## config.mk

```make
export PLATFORM = sky130hd
export DESIGN_NAME = zynet_argmax_classifier
export DESIGN_NICKNAME = d
export VERILOG_FILES = /design/src/rtl/zynet_argmax_classifier.sv
export SDC_FILE = /design/constraint.sdc
export NUM_CORES = 1
export LEC_CHECK = 0
export CAP_MARGIN = 20
export CORE_ASPECT_RATIO = 0.8
export CORE_MARGIN = 2
export CORE_UTILIZATION = 40
export DETAILED_ROUTE_END_ITERATION = 10
export DONT_BUFFER_PORTS = 1
export PLACE_DENSITY = 0.63
export SYNTH_ARGS = -nofsm -noshare
export SYNTH_HDL_FRONTEND = slang
export SYNTH_SLANG_ARGS = --single-unit
```

## constraint.sdc

```tcl
create_clock -name clk_i -period 7.4 [get_ports clk_i]
set_input_delay 0.74 -clock clk_i [delete_from_list [all_inputs] [get_ports clk_i]]
set_output_delay 0.74 -clock clk_i [all_outputs]
set_load 0.02 [all_outputs]
```

## src/rtl/zynet_argmax_classifier.sv

```systemverilog
// Sequential argmax over one registered score vector per inference; result on ready/valid.
// Optional threshold reject flag (thresh_i / reject_o) enabled by defining ZYNET_ARGMAX_THRESH_EN.
module zynet_argmax_classifier #(
   parameter int OUTPUT_SIZE = 10,
   parameter int WORD_SIZE   = 16,
   parameter int INT_BITS    = 4,
   localparam int IDX_W      = (OUTPUT_SIZE > 1) ? $clog2(OUTPUT_SIZE) : 1
) (
   input  logic                                  clk_i,
   input  logic                                  reset_i,
   input  logic                                  valid_i,
   output logic                                  yumi_o,
   input  logic [OUTPUT_SIZE-1:0][WORD_SIZE-1:0] data_i,
   output logic                                  valid_o,
   input  logic                                  ready_i,
`ifdef ZYNET_ARGMAX_THRESH_EN
   input  logic [WORD_SIZE-1:0]                  thresh_i,
   output logic                                  reject_o,
`endif
   output logic [IDX_W-1:0]                      class_o,
   output logic [WORD_SIZE-1:0]                  score_o,
   output logic                                  busy_o
);

   typedef enum logic [1:0] {IDLE, SCAN, DONE} state_t;

   localparam logic [IDX_W-1:0] LAST_IDX = IDX_W'(OUTPUT_SIZE - 1);
   localparam logic [IDX_W-1:0] ONE_IDX  = IDX_W'(1);

   if (OUTPUT_SIZE < 1 || INT_BITS < 1 || INT_BITS > WORD_SIZE) begin : g_param_check
      $error("zynet_argmax_classifier: illegal OUTPUT_SIZE/INT_BITS/WORD_SIZE");
   end

   state_t                 state_reg, state_next;
   logic [WORD_SIZE-1:0]   vec_reg [OUTPUT_SIZE];
   logic [WORD_SIZE-1:0]   best_reg, best_next;
   logic [IDX_W-1:0]       best_idx_reg, best_idx_next;
   logic [IDX_W-1:0]       k_reg, k_next;
   logic                   accept;

   assign accept = (state_reg == IDLE) && valid_i;

   // FSM state register
   always_ff @(posedge clk_i or posedge reset_i) begin
      if (reset_i) state_reg <= IDLE;
      else         state_reg <= state_next;
   end

   // FSM next-state logic
   always_comb begin
      state_next = state_reg;
      case (state_reg)
         IDLE:    if (valid_i) state_next = (OUTPUT_SIZE == 1) ? DONE : SCAN;
         SCAN:    if (k_reg == LAST_IDX) state_next = DONE;
         DONE:    if (ready_i) state_next = IDLE;
         default: state_next = IDLE;
      endcase
   end

   // FSM outputs
   always_comb begin
      yumi_o  = 1'b0;
      valid_o = 1'b0;
      busy_o  = 1'b0;
      case (state_reg)
         IDLE:    yumi_o = valid_i;
         SCAN:    busy_o = 1'b1;
         DONE: begin
            busy_o  = 1'b1;
            valid_o = 1'b1;
         end
         default: ;
      endcase
   end

   // Vector is captured whole on acceptance so upstream may change data_i during the scan
   for (genvar gi = 0; gi < OUTPUT_SIZE; gi++) begin : g_vec
      always_ff @(posedge clk_i or posedge reset_i) begin
         if (reset_i)     vec_reg[gi] <= '0;
         else if (accept) vec_reg[gi] <= data_i[gi];
      end
   end

   // Strict signed greater-than: ties keep the lower index
   always_comb begin
      best_next     = best_reg;
      best_idx_next = best_idx_reg;
      k_next        = k_reg;
      if (accept) begin
         best_next     = data_i[0];
         best_idx_next = '0;
         k_next        = ONE_IDX;
      end else if (state_reg == SCAN) begin
         if ($signed(vec_reg[k_reg]) > $signed(best_reg)) begin
            best_next     = vec_reg[k_reg];
            best_idx_next = k_reg;
         end
         k_next = k_reg + ONE_IDX;
      end
   end

   always_ff @(posedge clk_i or posedge reset_i) begin
      if (reset_i) begin
         best_reg     <= '0;
         best_idx_reg <= '0;
         k_reg        <= '0;
      end else begin
         best_reg     <= best_next;
         best_idx_reg <= best_idx_next;
         k_reg        <= k_next;
      end
   end

   assign class_o = best_idx_reg;
   assign score_o = best_reg;

`ifdef ZYNET_ARGMAX_THRESH_EN
   logic reject_reg;

   // Sampled once, on entry to DONE, from the final best value
   always_ff @(posedge clk_i or posedge reset_i) begin
      if (reset_i)
         reject_reg <= 1'b0;
      else if (state_next == DONE && state_reg != DONE)
         reject_reg <= $signed(best_next) < $signed(thresh_i);
   end

   assign reject_o = reject_reg;
`endif

endmodule

```

==> results.md <==
- CP startpoint kind: register
- Core area: 0.0217 mm^2
- CTS resizes: 0
- Final number of setup-violating endpoints: 0
- Leak: 4.92 nW
- Critical path origin: k_reg[0]
- Max FO, Critical Path: 28
- DR iter-0 viols: 696
- P&R area growth vs syn: 8.94%
- Reg2reg start: k_reg[0]
- Worst R2R Path Depth: 11
- NetSw: 0.00213 W
- Post-DP HPWL: 17.7 mm
- Cts hold-fix bufs: 0
- CP Class: reg -> reg
- Worst R2R End: score_o[11]
- GRT overflow: 0
- Share of layout cells above drive strength 1: 10.3%
- EDFF count, synth: 0
- Maximum clock rate: 209 MHz
- DIE AREA: 0.0236 mm^2
- Hold/Removal Path Class: in -> async
- WL final: 24.6 mm
- Setup_tns: 0 ps
- P per Cell Area: 513 mW/mm^2
- Initial Utilization: 41.1%
- H-tree levels: 4
- Post-DR vias/cell: 5.27
- Final period utilization: 64.5%
- VDD IR max: 0.246 mV
- Final hold vios: 0
- Clock Latency Late Sink: 430 ps
- Fill count: 2166
- Crit. End Element: register
- Synth top cells by count: 468 x nand2_1, 186 x dfrtp_1, 54 x clkbuf_1, 32 x mux4_2
- Initial antenna violation count: 5
- Clk sinks: 186
- Routed Antenna Nets: 0
- Drt pass-1 iters: 5
- Crit path to: score_o[11]
- Clk Tree Root Cell: clkbuf_16
- CP required: 7760 ps
- Syn_nets: 1143
- Part of the power in registers: 39.3%
- PortBufs: 0
- # placed instances: 1201
- Cts bufs inserted: 17
- Synth cell types: 42
- Critical Path AT: 5140 ps
- Largest cells by area after synthesis: dfrtp_1 52%, nand2_1 20%, mux4_2 8.1%
- Syn Std Cell Area: 0.00893 mm^2
- Combinational power share: 42.9%
- Flop2flop setup slack: 2630 ps
- Clock power frac: 17.8%
- Rel. slew slack: 37.8%
- Synth area leader: dfrtp_1
- Status: completed
- Flops & latches, synth: 186
- YS warnings: 0
- First-pass GRT wire length: 37.8 mm
- Top-area cell type share of the netlist area: 52.1%
- Placer Congestion: 0.896
- Total Routing Usage GR: 21.7%
- Worst-Margin Slew: 933 ps
- Largest net degree at the start of global routing: 114
- Max Cap Violations: 0
- Cells after synthesis: 957
- Final nets: 1108
- Seq/Total Area, Yosys: 52.1%
- # IOs: 187
- Via count: 6527
- Hold WS: 293 ps
- Top-count cell post-synth: nand2_1
- CTS max path bufs: 2
- Unrepaired setup endpoints after global routing: no
- Main flop type after synthesis: dfrtp_1
- Final min period: 4770 ps
- Die Y: 138 um
- Die Width: 171 um
- Cell Int Power: 0.00287 W
- Max Slew Vio Count: 0
- Largest register FFs: 160
- Drt wl/cell: 19.9 um
- Layout Skew: 10.1 ps
- Drc violations: 0
- Non-filler instance count after layout: 1238
- Vias in the first global route: 6354
- Post-CTS setup buffers: 0
- CTS tree: built
- Clk slew on worst S/H paths: 70 ps
- Core Rows: 48
- Switching Share: 42.6%
- Async set-reset flop share out of synthesis: 100%
- Syn_area_per_cell: 9.33 um^2
- Post-layout util: 44.8%
-- kinds of logic after synthesis --
| kind of cell | synth area share (%) |
|---|---|
| AOI/OAI and AO/OA | 7.37 |
| xor gates and xnor gates | 0.294 |
| adders and majority gates | 3.08 |
| buffers and inverters | 3.88 |
| DFF | 52.1 |
| muxes | 10.2 |
| and+or+nand+nor | 23.1 |
-- power groups by stage --
| stage | Clock [W] | Sequential [W] | Combinational (W) |
|---|---|---|---|
| 2_1_floorplan | 0 | 0.00175 | 0.00172 |
| 3_3_place_gp | 0 | 0.00197 | 0.00204 |
| 3_5_place_dp | 0 | 0.00197 | 0.00208 |
| 4_1_cts | 0.000908 | 0.00196 | 0.00210 |
| 5_1_grt | 0.000957 | 0.00202 | 0.00240 |
| 6_report | 0.000891 | 0.00196 | 0.00214 |
-- through the flow --
| stage | setup slack (ps) | total power, W | area (um^2) |
|---|---|---|---|
| floorplan | 1600 | 0.00347 | 8930 |
| global placement | 2440 | 0.00401 | 9120 |
| detailed placement | 2320 | 0.00405 | 9120 |
| CTS | 2300 | 0.00497 | 9700 |
| global route | 2210 | 0.00538 | 9730 |
| finish | 2630 | 0.00499 | 9730 |
-- how the worst min path moves through the flow --
stage                start     endpoint  slack, ps  cells after the start
2_1_floorplan  vec_reg[16]  vec_reg[16]        440                      2
3_3_place_gp   vec_reg[82]  vec_reg[82]        450                      2
3_5_place_dp   vec_reg[30]  vec_reg[30]        460                      2
4_1_cts            reset_i  vec_reg[78]        330                      1
5_1_grt            reset_i   vec_reg[1]        350                      1
6_report           reset_i  vec_reg[18]        290                      1
-- final cells by class --
type	instances	area, um^2	share of cell area, %
sequential	186	4660	47.8
multi-input combinational	684	3940	40.5
tap	300	375	3.86
antenna	3	7.51	0.0772
clock buffer	19	453	4.65
timing repair buffer	9	75.1	0.772
inverter	24	100	1.03
clock inverter	13	125	1.29
-- cells in the final DEF (no fill, tap or decap), types with 16 or more instances in the layout --
cell type,Yosys,routed
and3_1,17,17
a21o_1,18,18
mux4_2,32,32
nand2_1,468,467
dfrtp_1,186,185
a311o_1,16,16
inv_1,22,21
mux2_2,16,16
clkbuf_16,0,17
a22oi_1,16,16
ha_1,22,22
-- critical path, cell delays in order (launching register included) --
cell	delay [ps]
dfrtp_2	940
buf_4	520
mux2_2	400
a22oi_1	170
o21ai_0	150
ha_1	330
and3_1	190
a221o_1	370
a22oi_2	230
a31o_2	540
or2_1	550
a311o_1	270
-- metal layers --
| metal | share of wire, % | track usage [%] | wire length [um] | up-vias |
|---|---|---|---|---|
| met5 | 0.049 | 0 | 12 | - |
| met4 | 1.3 | 4.85 | 325 | 2 |
| met3 | 9.3 | 6.84 | 2280 | 27 |
| met2 | 42 | 29.7 | 10300 | 261 |
| met1 | 48 | 33.2 | 11700 | 3152 |
| li1 | - | - | - | 3085 |
Power figures use the tool's default switching activity.
